`src/rtl/postage_stall_pkg.sv`:
```
// Shared types and helpers for the postage AXI-Stream stall detector.
package postage_stall_pkg;

  typedef enum logic [1:0] {StIdle, StArmed, StTripped} stall_state_e;

  localparam int unsigned DEFAULT_NUM_CH = 10;
  localparam int unsigned DEFAULT_CNT_W  = 16;
  // Upper bound on channel count accepted by the priority encoder.
  localparam int unsigned MAX_CH         = 64;

  // Index of the lowest set bit; 0 when no bit is set.
  function automatic int unsigned lowest_index(input logic [MAX_CH-1:0] vec);
    int unsigned idx;
    idx = 0;
    for (int i = MAX_CH - 1; i >= 0; i--) begin
      if (vec[i]) idx = unsigned'(i);
    end
    return idx;
  endfunction

endpackage

```
`src/rtl/postage_stall_counter.sv`:
```
// One channel's saturating stall counter and threshold compare.
module postage_stall_counter #(
  parameter int unsigned CNT_W     = 16,
  parameter int unsigned THRESHOLD = 1024
) (
  input  logic clock,
  input  logic reset,
  input  logic stall,
  output logic block_next,
  output logic block
);

  localparam logic [CNT_W-1:0] CntMax = '1;
  localparam logic [CNT_W-1:0] Thr    = CNT_W'(THRESHOLD);

  logic [CNT_W-1:0] cnt_q;
  logic [CNT_W-1:0] cnt_next;

  always_comb begin
    cnt_next = '0;
    if (stall) begin
      cnt_next = (cnt_q == CntMax) ? cnt_q : cnt_q + CNT_W'(1);
    end
  end

  assign block_next = (cnt_next >= Thr);
  assign block      = (cnt_q >= Thr);

  always_ff @(posedge clock or posedge reset) begin
    if (reset) begin
      cnt_q <= '0;
    end else begin
      cnt_q <= cnt_next;
    end
  end

endmodule

```
`src/rtl/postage_axis_stall_detector.sv`:
```
// Per-channel persistent-stall detection feeding the postage deadlock monitor,
// with first-trip capture and a sticky mask for debug readout.
module postage_axis_stall_detector
  import postage_stall_pkg::*;
#(
  parameter int unsigned NUM_CH    = DEFAULT_NUM_CH,
  parameter int unsigned CNT_W     = DEFAULT_CNT_W,
  parameter int unsigned THRESHOLD = 1024,
  localparam int unsigned CH_W     = (NUM_CH > 1) ? $clog2(NUM_CH) : 1
) (
  input  logic              clock,
  input  logic              reset,
  input  logic              enable,
  input  logic              clear,
  input  logic              inst_idle,
  input  logic [NUM_CH-1:0] axis_tvalid,
  input  logic [NUM_CH-1:0] axis_tready,
  output logic [NUM_CH-1:0] axis_block_sigs,
  output logic              first_valid,
  output logic [CH_W-1:0]   first_ch,
  output logic [NUM_CH-1:0] sticky_mask,
  output logic              trip_pulse
);

  logic [NUM_CH-1:0] stall;
  logic [NUM_CH-1:0] block_next;
  logic [MAX_CH-1:0] block_pad;
  logic [CH_W-1:0]   trip_ch;
  logic              trip_now;
  stall_state_e      state_q;

  assign stall = axis_tvalid & ~axis_tready & {NUM_CH{~inst_idle & enable}};

  for (genvar i = 0; i < NUM_CH; i++) begin : gen_ch
    postage_stall_counter #(
      .CNT_W     (CNT_W),
      .THRESHOLD (THRESHOLD)
    ) u_counter (
      .clock      (clock),
      .reset      (reset),
      .stall      (stall[i]),
      .block_next (block_next[i]),
      .block      (axis_block_sigs[i])
    );
  end

  always_comb begin
    block_pad               = '0;
    block_pad[NUM_CH-1:0]   = block_next;
  end

  assign trip_ch  = CH_W'(lowest_index(block_pad));
  assign trip_now = |block_next;

  always_ff @(posedge clock or posedge reset) begin
    if (reset) begin
      state_q     <= StIdle;
      first_valid <= 1'b0;
      first_ch    <= '0;
      sticky_mask <= '0;
      trip_pulse  <= 1'b0;
    end else begin
      trip_pulse  <= 1'b0;
      // block_next is all-zero while disabled, so this also covers IDLE.
      sticky_mask <= clear ? block_next : (sticky_mask | block_next);
      if (!enable) begin
        state_q <= StIdle;
        if (clear) begin
          first_valid <= 1'b0;
          first_ch    <= '0;
        end
      end else begin
        case (state_q)
          StIdle: begin
            state_q <= StArmed;
            if (clear) begin
              first_valid <= 1'b0;
              first_ch    <= '0;
            end
          end
          StArmed: begin
            if (trip_now) begin
              state_q     <= StTripped;
              first_valid <= 1'b1;
              first_ch    <= trip_ch;
              trip_pulse  <= 1'b1;
            end else if (clear) begin
              first_valid <= 1'b0;
              first_ch    <= '0;
            end
          end
          StTripped: begin
            if (clear) begin
              // A trip coinciding with clear is recaptured rather than lost.
              if (trip_now) begin
                first_valid <= 1'b1;
                first_ch    <= trip_ch;
                trip_pulse  <= 1'b1;
              end else begin
                state_q     <= StArmed;
                first_valid <= 1'b0;
                first_ch    <= '0;
              end
            end
          end
          default: state_q <= StIdle;
        endcase
      end
    end
  end

endmodule

```
`config.mk`:
```
export PLATFORM = sky130hd
export DESIGN_NAME = postage_axis_stall_detector
export DESIGN_NICKNAME = d
export VERILOG_FILES = /design/src/rtl/postage_stall_pkg.sv /design/src/rtl/postage_stall_counter.sv /design/src/rtl/postage_axis_stall_detector.sv
export SDC_FILE = /design/constraint.sdc
export NUM_CORES = 1
export LEC_CHECK = 0
export CAP_MARGIN = 20
export CORE_UTILIZATION = 45
export DETAILED_ROUTE_END_ITERATION = 16
export DONT_BUFFER_PORTS = 1
export PLACE_DENSITY = 0.72
export SETUP_SLACK_MARGIN = 0.02
export SYNTH_ARGS = -nofsm -noshare
export SYNTH_HDL_FRONTEND = slang
export SYNTH_SLANG_ARGS = --single-unit
export TNS_END_PERCENT = 5
```
`constraint.sdc`:
```
create_clock -name clock -period 5.69 [get_ports clock]
set_input_delay 1.138 -clock clock [delete_from_list [all_inputs] [get_ports clock]]
set_output_delay 1.138 -clock clock [all_outputs]
set_load 0.02 [all_outputs]
```
[After elaboration in Yosys (flattened, before gate mapping)]
Cells that the tools add are included.
Storage, ports and cells
  register bits: 178
  word-level logic and storage cells: 122
Cells by class
  add/sub/neg operators: 10
  $lt $le $gt $ge: 20
  equal/unequal tests: 16
  multiplexer cells: 51
  bitwise gates (word level): 6
  reduce and logical (&&, ||, !) cells: 4
Operator list (number)
  greater-or-equal comparator 16 x 11 -> 1 bit (second input constant): 20
  two-way mux 16 bit: 20
  adder 16 x 1 -> 16 bit (second input constant): 10
  == test 16 bit (second input constant): 10
  two-way mux 4 bit: 15
  bitwise AND 10 bit: 2
  one-hot mux 4 bit (3 select lines): 1
  two-way mux 10 bit: 1
  NOT 10 bit: 1
  bitwise OR 10 bit: 1
  OR reduction 10 bit: 1
  inequality test 3 bit (second input constant): 3
  two-way mux 2 bit: 4
  two-way mux 1 bit: 7
  one-hot mux 2 bit (3 select lines): 1
  inequality test 4 x 1 -> 1 bit (second input constant): 1
  one-hot mux 1 bit (3 select lines): 1
  AND reduction 3 bit: 1
  == test 2 x 1 -> 1 bit (second input constant): 1
  == test 2 bit (second input constant): 1
  zero test 2 bit: 1
  one-hot mux 1 bit (2 select lines): 1
  AND reduction 2 bit: 1
  bitwise AND 1 bit: 1
  NOT 1 bit: 1

[Longest topological paths before layout]
Gate-level depths: netlist of run 1.
  depth in word-level cells: 19
  depth in mapped cells: 11
  depth with buffers taken out: 10

[Cells and area by module]
From an unflattened synthesis of run 1, not the netlist that was laid out.
Unflattened totals
  cells, all modules: 1098
  area total of the unflattened synthesis: 10179.8 um2
By module, submodules not included
  postage_stall_counter: instances 10, cells each 100, area an instance 919.6 um2, sequential area each 400.4 um2
  postage_axis_stall_detector: instances 1, cells each 98, area an instance 983.4 um2, sequential area each 450.4 um2

[Worst setup path after synthesis of run 1]
Ideal clock, no wire load.
  kind: input -> register
  start point: in axis_tready[5]
  end point: reg first_ch[3]
  library setup time: 0.078 ns
  data arrival time: 3.173 ns
  data required time: 5.612 ns
  path slack: 2.439 ns
  stages: 10
  cells stage by stage: nand4bb_1 > clkbuf_1 > a21oi_1 > mux2_2 > or4_1 > nor3_2 > nand4_2 > or2_4 > o41ai_2 > o2bb2ai_1
Between the ends
  word-level cells in the longest chain between the ends: 15
  elaborated cells on any way between the ends: 17
RTL lines
  start: declaration: line postage_axis_stall_detector.sv:17  | input logic [NUM_CH-1:0] axis_tready,
  NOT 10 bit (*): line postage_axis_stall_detector.sv:32  | assign stall = axis_tvalid & ~axis_tready & {NUM_CH{~inst_idle & enable}};
  bitwise AND 10 bit (*) (2 in a row): line postage_axis_stall_detector.sv:32
  two-way mux 16 bit (*): line postage_stall_counter.sv:21  | if (stall) begin
  named net gen_ch[5].u_counter.cnt_next[14]: line postage_stall_counter.sv:17  | logic [CNT_W-1:0] cnt_next;
  greater-or-equal comparator 16 x 11 -> 1 bit (*): line postage_stall_counter.sv:26  | assign block_next = (cnt_next >= Thr);
  two-way mux 4 bit (6 in a row): line postage_stall_pkg.sv:16  | if (vec[i]) idx = unsigned'(i);
  two-way mux 4 bit: line postage_axis_stall_detector.sv:95  | if (trip_now) begin
  two-way mux 4 bit: line postage_axis_stall_detector.sv:93  | if (clear) begin
  one-hot mux 4 bit (3 select lines) (*): line postage_axis_stall_detector.sv:73  | case (state_q)
  two-way mux 4 bit (*): line postage_axis_stall_detector.sv:66  | if (!enable) begin
  end signal: assignment: line postage_axis_stall_detector.sv:85  | first_ch <= trip_ch;
  end signal: assignment: line postage_axis_stall_detector.sv:97  | first_ch <= trip_ch;
  end: declaration: line postage_axis_stall_detector.sv:20  | output logic [CH_W-1:0] first_ch,
The timed path passes the listed nets; every way through them passes the cells marked *. The select of a mux whose other input is x is not followed.
A chain may end at the register's enable or synchronous reset.

[Worst setup path after layout of run 1]
  start point: in enable
  end point: reg first_ch[0]
Between the ends
  elaborated cells on any way between the ends: 41
RTL lines
  start: declaration: line postage_axis_stall_detector.sv:13  | input logic enable,
  bitwise AND 1 bit (*): line postage_axis_stall_detector.sv:32
  bitwise AND 10 bit (*): line postage_axis_stall_detector.sv:32
  two-way mux 16 bit (*): line postage_stall_counter.sv:21
  named net gen_ch[8].u_counter.cnt_next[14]: line postage_stall_counter.sv:17
  greater-or-equal comparator 16 x 11 -> 1 bit (*): line postage_stall_counter.sv:26
  two-way mux 4 bit (9 in a row): line postage_stall_pkg.sv:16
  two-way mux 4 bit: line postage_axis_stall_detector.sv:95
  two-way mux 4 bit: line postage_axis_stall_detector.sv:93
  one-hot mux 4 bit (3 select lines) (*): line postage_axis_stall_detector.sv:73
  two-way mux 4 bit (*): line postage_axis_stall_detector.sv:66
Marks and branches as above.

==> impl_results.rst, run 1 <==
.. list-table::
   :header-rows: 1

   * - Metric
     - Value
   * - Detailed router's first-iteration violation count
     - 509
   * - Count of final hold-check violations
     - 0
   * - Run status
     - completed
   * - Layout Nets
     - 1172
   * - Transition time of the tightest slew-check pin
     - 0.902 ns
   * - Commonest cells after routing, fill and taps aside
     - dfrtp_1, nor2_1, nand2_1
   * - Count of final setup violators
     - 0
   * - Largest clock skew in the final design
     - 0.0105 ns
   * - FFs w/ async S/R, synth
     - 100%
   * - Part of the Yosys area used for sequential elements
     - 42.8%
   * - Via count of the first global-routing pass
     - 7635
   * - Cell row count
     - 55
   * - Maximum Capacitance Violations
     - 0
   * - Number of flops mapped to enable cells by yosys
     - 0
   * - Final TNS setup
     - 0 ns
   * - Gate Count Post-Synth
     - 1147
   * - # clock sinks
     - 178
   * - Area growth from synthesis to layout
     - 6.62%
   * - Die Ht
     - 154 microns
   * - Pwr/cell area
     - 224 nW/um^2
   * - Via-per-instance ratio
     - 5.79
   * - Primary flip-flop cell chosen by synthesis mapping
     - dfrtp_1
   * - Worst skew pair latency
     - 0.43 ns
   * - Total Routed Length
     - 22.1 mm
   * - Crit path max fanout
     - 13
   * - Number of placed cells counting well taps
     - 1389
   * - Via total after detailed routing
     - 8227
   * - Post-CTS setup-driven buffer insertion count
     - 0
   * - Final weighted congestion in routability-driven placement
     - 0.895
   * - Total of hold buffers inserted after clock tree synthesis
     - 0
   * - Chip Width
     - 154 microns
   * - RR Startpoint
     - gen_ch[1].u_counter.cnt_q[0]$_DFF_PP0_
   * - Element type at the critical path end
     - flip-flop
   * - GRT Util Overall
     - 19.3%
   * - Shortest period the worst path allows
     - 3.39 ns
   * - CTS tree
     - built
   * - Core occupancy in the finished layout
     - 49.0%
   * - Pre-antenna DRT Iters
     - 5
   * - DRC violations left
     - 0
   * - Top area cells in the synthesized netlist
     - dfrtp_1, nor2_1, xor2_1
   * - Worst-case register-to-register setup slack
     - 2.37 ns
   * - Maximum number of pins on one net before global-route repair
     - 150
   * - Proportion of netlist area held by the largest area contributor
     - 42.8%
   * - Final std cell area, no fill
     - 11100 sq um
   * - Floorplan Core Area
     - 22600 sq um
   * - Worst slew margin
     - 39.8%
   * - Routed len/inst
     - 15.6 microns
   * - Global-route wire length before repair
     - 37.4 mm
   * - Unique masters post-synth
     - 85
   * - Post-route insts no fill
     - 1421
   * - CP Capture Point
     - first_ch[0]$_DFFE_PP0P_
   * - Maximum vdd ir drop
     - 0.154 mV
   * - Synth area leader
     - dfrtp_1
   * - CTS Buf Count
     - 17
   * - Mapped Nets
     - 1196
   * - Synthesized area per cell
     - 9.07 sq um
   * - Worst Path Class, Setup
     - in -> reg
   * - Number of antenna violations at the first check in global routing
     - 0
   * - Flip-flop and latch count after synthesis
     - 178
   * - Maximum level of the CTS H-tree
     - 4
   * - Detailed Place HPWL
     - 15.5 mm
   * - Type of the worst min-delay path
     - reg -> reg
   * - Antenna cells
     - 0
   * - Capturing point of the worst reg2reg path
     - first_ch[1]$_DFFE_PP0P_
   * - Clock slew at reported path FFs
     - 0.07 ns
   * - Worst EP required
     - 6.01 ns
   * - Highest clock rate
     - 295 MHz
   * - CTS resizes
     - 0
   * - Unrepaired setup endpoints after global routing
     - no
   * - Hold slack
     - 0.549 ns
   * - Reported leakage power
     - 4.46 nW
   * - Depth of the worst register-to-register path
     - 9
   * - Leading cell type in the layout, fill and taps excluded
     - dfrtp_1
   * - Remaining number of nets flagged by the antenna check after routing
     - 0
   * - Critical Path Source
     - enable
   * - Yosys warns
     - 0
   * - Total count of max-transition violations in the final report
     - 0
   * - Cell area after synthesis
     - 10400 sq um
   * - CTS Buffer Depth
     - 2
   * - Critical Path Start Type
     - input port
   * - CTS root buffer
     - clkbuf_16
   * - Fraction of the cycle the final worst path needs
     - 59.6%
   * - Top-level I/O count
     - 51
   * - Sum of overflow across all layers after global routing
     - 0
   * - Placed cell areas
     - 10500 sq um
   * - Initial Utilization
     - 45.9%
   * - DIE AREA
     - 23700 sq um
   * - Layout cells sized above 1
     - 6.78%
   * - Port bufs
     - 0
   * - Data arrival at the endpoint of the critical path
     - 3.72 ns
-- power breakdown --
group / switching, mW / internal, mW / total, mW
Clock: 0.507 / 0.613 / 1.12
Sequential: 0.00564 / 1.27 / 1.27
Combinational: 0.0606 / 0.0225 / 0.0832
-- state kept, by name (all words and copies together), names as in the netlist --
register / cells
first_ch: 4
state_q: 2
gen_ch.u_counter.cnt_q: 160
trip_pulse: 1
first_valid: 1
sticky_mask: 10
-- metal layers --
layer / vias up / track usage [%] / wire length [microns] / part of all wire (%)
met4: 0 / 4.81 / 242 / 1.1
met2: 185 / 29.7 / 10100 / 46
li1: 4023 / - / - / -
met5: - / 0 / 0 / 0
met1: 3995 / 26.5 / 10400 / 47
met3: 24 / 5.89 / 1370 / 6.2
-- worst min-delay path by stage --
stage | start | endpoint | slack [ns] | depth (start not counted)
floorplan | gen_ch[2].u_counter.cnt_q[6]$_DFF_PP0_ | gen_ch[2].u_counter.cnt_q[6]$_DFF_PP0_ | 0.50 | 2
global placement | gen_ch[2].u_counter.cnt_q[6]$_DFF_PP0_ | gen_ch[2].u_counter.cnt_q[6]$_DFF_PP0_ | 0.52 | 2
detailed placement | gen_ch[2].u_counter.cnt_q[9]$_DFF_PP0_ | gen_ch[2].u_counter.cnt_q[9]$_DFF_PP0_ | 0.53 | 2
CTS | gen_ch[2].u_counter.cnt_q[9]$_DFF_PP0_ | gen_ch[2].u_counter.cnt_q[9]$_DFF_PP0_ | 0.55 | 2
global route | gen_ch[2].u_counter.cnt_q[6]$_DFF_PP0_ | gen_ch[2].u_counter.cnt_q[6]$_DFF_PP0_ | 0.56 | 2
finish | gen_ch[6].u_counter.cnt_q[9]$_DFF_PP0_ | gen_ch[6].u_counter.cnt_q[9]$_DFF_PP0_ | 0.55 | 2
-- metrics by stage --
step	power [mW]	setup WS (ns)
final	2.48	2.30
after global routing	2.58	2.00
after CTS	2.51	2.29
after detailed placement	1.38	1.83
after global placement	1.38	1.92
after floorplan	1.36	2.27
-- critical path: stages --
cell and delay, ns:
nor2b_1 0.29, buf_4 0.30, nand3b_1 0.42, a221oi_1 0.45
nor2_1 0.09, o211a_1 0.22, nand2_4 0.13, o31ai_1 0.12
a211o_1 0.30, a221oi_1 0.26
-- layout make-up --
type                       count  area [sq um]
multi-input combinational    864          5470
fill                        2052         11600
timing repair buffer           2          27.5
clock buffer                  19           443
clock inverter                13           111
sequential                   178          4450
inverter                      60           229
tap                          285           357
-- Yosys cell counts, drive strengths merged (6+ instances only) --
| master | instances |
|---|---|
| nand4 | 49 |
| and3 | 23 |
| or4 | 8 |
| xor2 | 51 |
| buf | 13 |
| xnor2 | 40 |
| and2 | 17 |
| o21ai | 32 |
| nor2 | 169 |
| nor4 | 26 |
| nand2b | 8 |
| and4 | 23 |
| a21oi | 32 |
| inv | 60 |
| nand3b | 12 |
| mux2i | 20 |
| a211oi | 14 |
| a31oi | 14 |
| nor2b | 6 |
| a311oi | 7 |
| nor3 | 26 |
| nand3 | 73 |
| or2 | 8 |
| a41oi | 6 |
| nand2 | 94 |
| clkbuf | 31 |
| ha | 24 |
| dfrtp | 178 |
| or3 | 10 |
-- logic make-up (layout without fill, tap and decap cells) --
family,count (synthesis),in the layout,share of synthesized area (%)
AOI/OAI and AO/OA,160,160,11.1
xor gates and xnor gates,91,91,7.66
adders and majority gates,24,24,2.89
buffers and inverters,105,94,4.61
DFF,178,178,42.8
muxes,21,21,2.03
and+or+nand+nor,568,568,28.9
Note: power is estimated with default switching activity, not from simulation.
==> run 2, diff against run 1 <==
==> constraint.sdc (replaced) <==
create_clock -name clock -period 3.1 [get_ports clock]
set_input_delay 0.62 -clock clock [delete_from_list [all_inputs] [get_ports clock]]
set_output_delay 0.62 -clock clock [all_outputs]
set_load 0.02 [all_outputs]
==> run 2 against run 1 <==
- combinational power up 110%
- clock power up 97%
- design area up 5.1%
- count of clock-buffer cells in the layout down 1
- worst setup slack worse by 2.2 ns
- largest power group unchanged
- critical path depth unchanged
- flip-flop and latch count unchanged
==> impl_results.rst, run 2 (same netlist as run 1, synthesis figures left out) <==
.. list-table::
   :header-rows: 1

   * - Metric
     - Value
   * - Run status
     - completed
   * - CTS tree
     - built
   * - GRT Util Overall
     - 19.7% (+0.43 points)
   * - Remaining number of nets flagged by the antenna check after routing
     - 0 (unchanged)
   * - Via-per-instance ratio
     - 5.74 (-0.85%)
   * - Initial Utilization
     - 45.9% (unchanged)
   * - Global-route wire length before repair
     - 38.4 mm (+2.6%)
   * - DRC violations left
     - 0 (unchanged)
   * - Layout cells sized above 1
     - 12.2% (+5.4 points)
   * - Via count of the first global-routing pass
     - 8045 (+5.4%)
   * - Area growth from synthesis to layout
     - 12.1%
   * - Crit path max fanout
     - 5 (-8)
   * - Placed cell areas
     - 10800 sq um (+3.0%)
   * - Capturing point of the worst reg2reg path
     - state_q[0]$_DFFE_PP0P_
   * - Worst EP required
     - 3.41 ns (-2.60 ns)
   * - Number of placed cells counting well taps
     - 1429 (+2.9%)
   * - Data arrival at the endpoint of the critical path
     - 3.36 ns (-0.36 ns)
   * - Worst skew pair latency
     - 0.43 ns (about the same)
   * - Floorplan Core Area
     - 22600 sq um (unchanged)
   * - Post-route insts no fill
     - 1469 (+3.4%)
   * - Die Ht
     - 154 microns (unchanged)
   * - Commonest cells after routing, fill and taps aside
     - dfrtp_1, nor2_1, nand2_1
   * - RR Startpoint
     - gen_ch[1].u_counter.cnt_q[3]$_DFF_PP0_
   * - Leading cell type in the layout, fill and taps excluded
     - dfrtp_1
   * - Maximum vdd ir drop
     - 0.339 mV (+120%)
   * - CTS Buf Count
     - 17 (unchanged)
   * - Count of final setup violators
     - 0 (unchanged)
   * - Total count of max-transition violations in the final report
     - 0 (unchanged)
   * - Transition time of the tightest slew-check pin
     - 0.731 ns (-0.171 ns)
   * - Power after layout
     - 4.72 mW (+90%)
   * - Critical Path Start Type
     - flip-flop
   * - Total Routed Length
     - 23.2 mm (+4.9%)
   * - Maximum number of pins on one net before global-route repair
     - 88 (-41%)
   * - CTS Buffer Depth
     - 2 (unchanged)
   * - Worst slew margin
     - 50.8% (+11 points)
   * - Top-level I/O count
     - 51 (unchanged)
   * - Cell row count
     - 55 (unchanged)
   * - Pwr/cell area
     - 405 nW/um^2 (+81%)
   * - Unrepaired setup endpoints after global routing
     - yes
   * - Via total after detailed routing
     - 8433 (+2.5%)
   * - Clock slew at reported path FFs
     - 0.07 ns (about the same)
   * - Depth of the worst register-to-register path
     - 10 (+1)
   * - Element type at the critical path end
     - flip-flop
   * - Hold slack
     - 0.195 ns (-0.354 ns)
   * - Final TNS setup
     - 0 ns (unchanged)
   * - Detailed Place HPWL
     - 16.2 mm (+4.7%)
   * - Type of the worst min-delay path
     - in -> async
   * - CTS root buffer
     - clkbuf_16
   * - Fraction of the cycle the final worst path needs
     - 98.3%
   * - Reported leakage power
     - 4.74 nW (+6.3%)
   * - Maximum level of the CTS H-tree
     - 4 (unchanged)
   * - # clock sinks
     - 178 (unchanged)
   * - Chip Width
     - 154 microns (unchanged)
   * - Top flop regs
     - gen_ch.u_counter.cnt_q (160), sticky_mask (10), first_ch (4)
   * - Shortest period the worst path allows
     - 3.05 ns
   * - Register with the highest flop count
     - gen_ch.u_counter.cnt_q
   * - Worst-case register-to-register setup slack
     - 0.05 ns (-2.32 ns)
   * - Final weighted congestion in routability-driven placement
     - 0.931 (+4.1%)
   * - Detailed router's first-iteration violation count
     - 565 (+11%)
   * - Number of antenna violations at the first check in global routing
     - 0 (unchanged)
   * - Routed len/inst
     - 15.8 microns (+1.5%)
   * - DIE AREA
     - 23700 sq um (unchanged)
   * - Maximum Capacitance Violations
     - 0 (unchanged)
   * - Sum of overflow across all layers after global routing
     - 0 (unchanged)
   * - Count of final hold-check violations
     - 0 (unchanged)
   * - Max FFs per register
     - 160 (unchanged)
   * - Final std cell area, no fill
     - 11700 sq um (+5.1%)
   * - Largest clock skew in the final design
     - 0.00815 ns (-0.00234 ns)
   * - Antenna cells
     - 0 (unchanged)
   * - Pre-antenna DRT Iters
     - 5 (unchanged)
   * - Layout Nets
     - 1220 (+4.1%)
   * - Critical Path Source
     - gen_ch[1].u_counter.cnt_q[3]$_DFF_PP0_
   * - Worst Path Class, Setup
     - reg -> reg
   * - Highest clock rate
     - 328 MHz
   * - CP Capture Point
     - state_q[0]$_DFFE_PP0P_
   * - Port bufs
     - 0 (unchanged)
## run 2: cell types whose count changed in the layout (fill, tap and decap cells not counted), sizes merged
cell,change
buf,+48
bufinv,+1
clkbuf,-1
clkinv,-5
clkinvlp,-1
inv,+6
## run 2: stage by stage
| stage | utilization [%] | setup slack, ns |
|---|---|---|
| 2_1_floorplan | - | 0.199 |
| 3_3_place_gp | 47.9 | 0.153 |
| 3_5_place_dp | 47.9 | 0.0978 |
| 4_1_cts | 50.5 | 0.0496 |
| 5_1_grt | 51.5 | -0.111 |
| 6_report | 51.5 | 0.0521 |
## run 2: area by class of cell
cell class | instances | area (sq um)
Sequential cell | 178 | 4460
Inverter | 60 | 229
Clock inverter | 14 | 169
Fill cell | 2013 | 11000
Multi-Input combinational cell | 864 | 5610
Timing Repair Buffer | 50 | 400
Tap cell | 285 | 357
Clock buffer | 18 | 429
## run 2: timing repair
item,CTS,global route
hold buffers,0,0
resized for setup,0,27
setup buffers,0,8
endpoints found under the setup margin,0,5
## run 2: worst max-delay path: stages (launching register included)
cell,delay [ns]
dfrtp_1,0.42
nand4_2,0.20
or3_4,0.46
o31ai_4,0.26
a21oi_2,0.10
o41ai_4,0.44
nand4_2,0.22
buf_4,0.20
o41ai_1,0.39
o21ai_2,0.11
mux2i_1,0.13
## run 2: per-layer routing
metal / GRT usage [%] / share of wire (%) / up-vias
met3: 5.19 / 6.4 / 25
met4: 5.95 / 1.5 / 0
met2: 32.5 / 48 / 194
li1: - / - / 4139
met5: 0 / 0 / -
met1: 25.4 / 44 / 4075
## run 2: how the worst min path moves through the flow
stage / from / end / slack (ns) / cells past startpoint
finish: reset / sticky_mask[2]$_DFF_PP0_ / 0.19 / 2
global route: reset / sticky_mask[2]$_DFF_PP0_ / 0.22 / 2
CTS: reset / sticky_mask[2]$_DFF_PP0_ / 0.20 / 2
detailed placement: gen_ch[2].u_counter.cnt_q[6]$_DFF_PP0_ / gen_ch[2].u_counter.cnt_q[6]$_DFF_PP0_ / 0.53 / 2
global placement: gen_ch[2].u_counter.cnt_q[9]$_DFF_PP0_ / gen_ch[2].u_counter.cnt_q[9]$_DFF_PP0_ / 0.52 / 2
floorplan: gen_ch[2].u_counter.cnt_q[6]$_DFF_PP0_ / gen_ch[2].u_counter.cnt_q[6]$_DFF_PP0_ / 0.50 / 2
## run 2: where the power goes
| part | switching [mW] | internal, mW | total [mW] |
|---|---|---|---|
| combinational | 0.119 | 0.0550 | 0.174 |
| sequential | 0.00939 | 2.33 | 2.34 |
| clock | 0.987 | 1.22 | 2.21 |
| total | 1.12 | 3.60 | 4.72 |
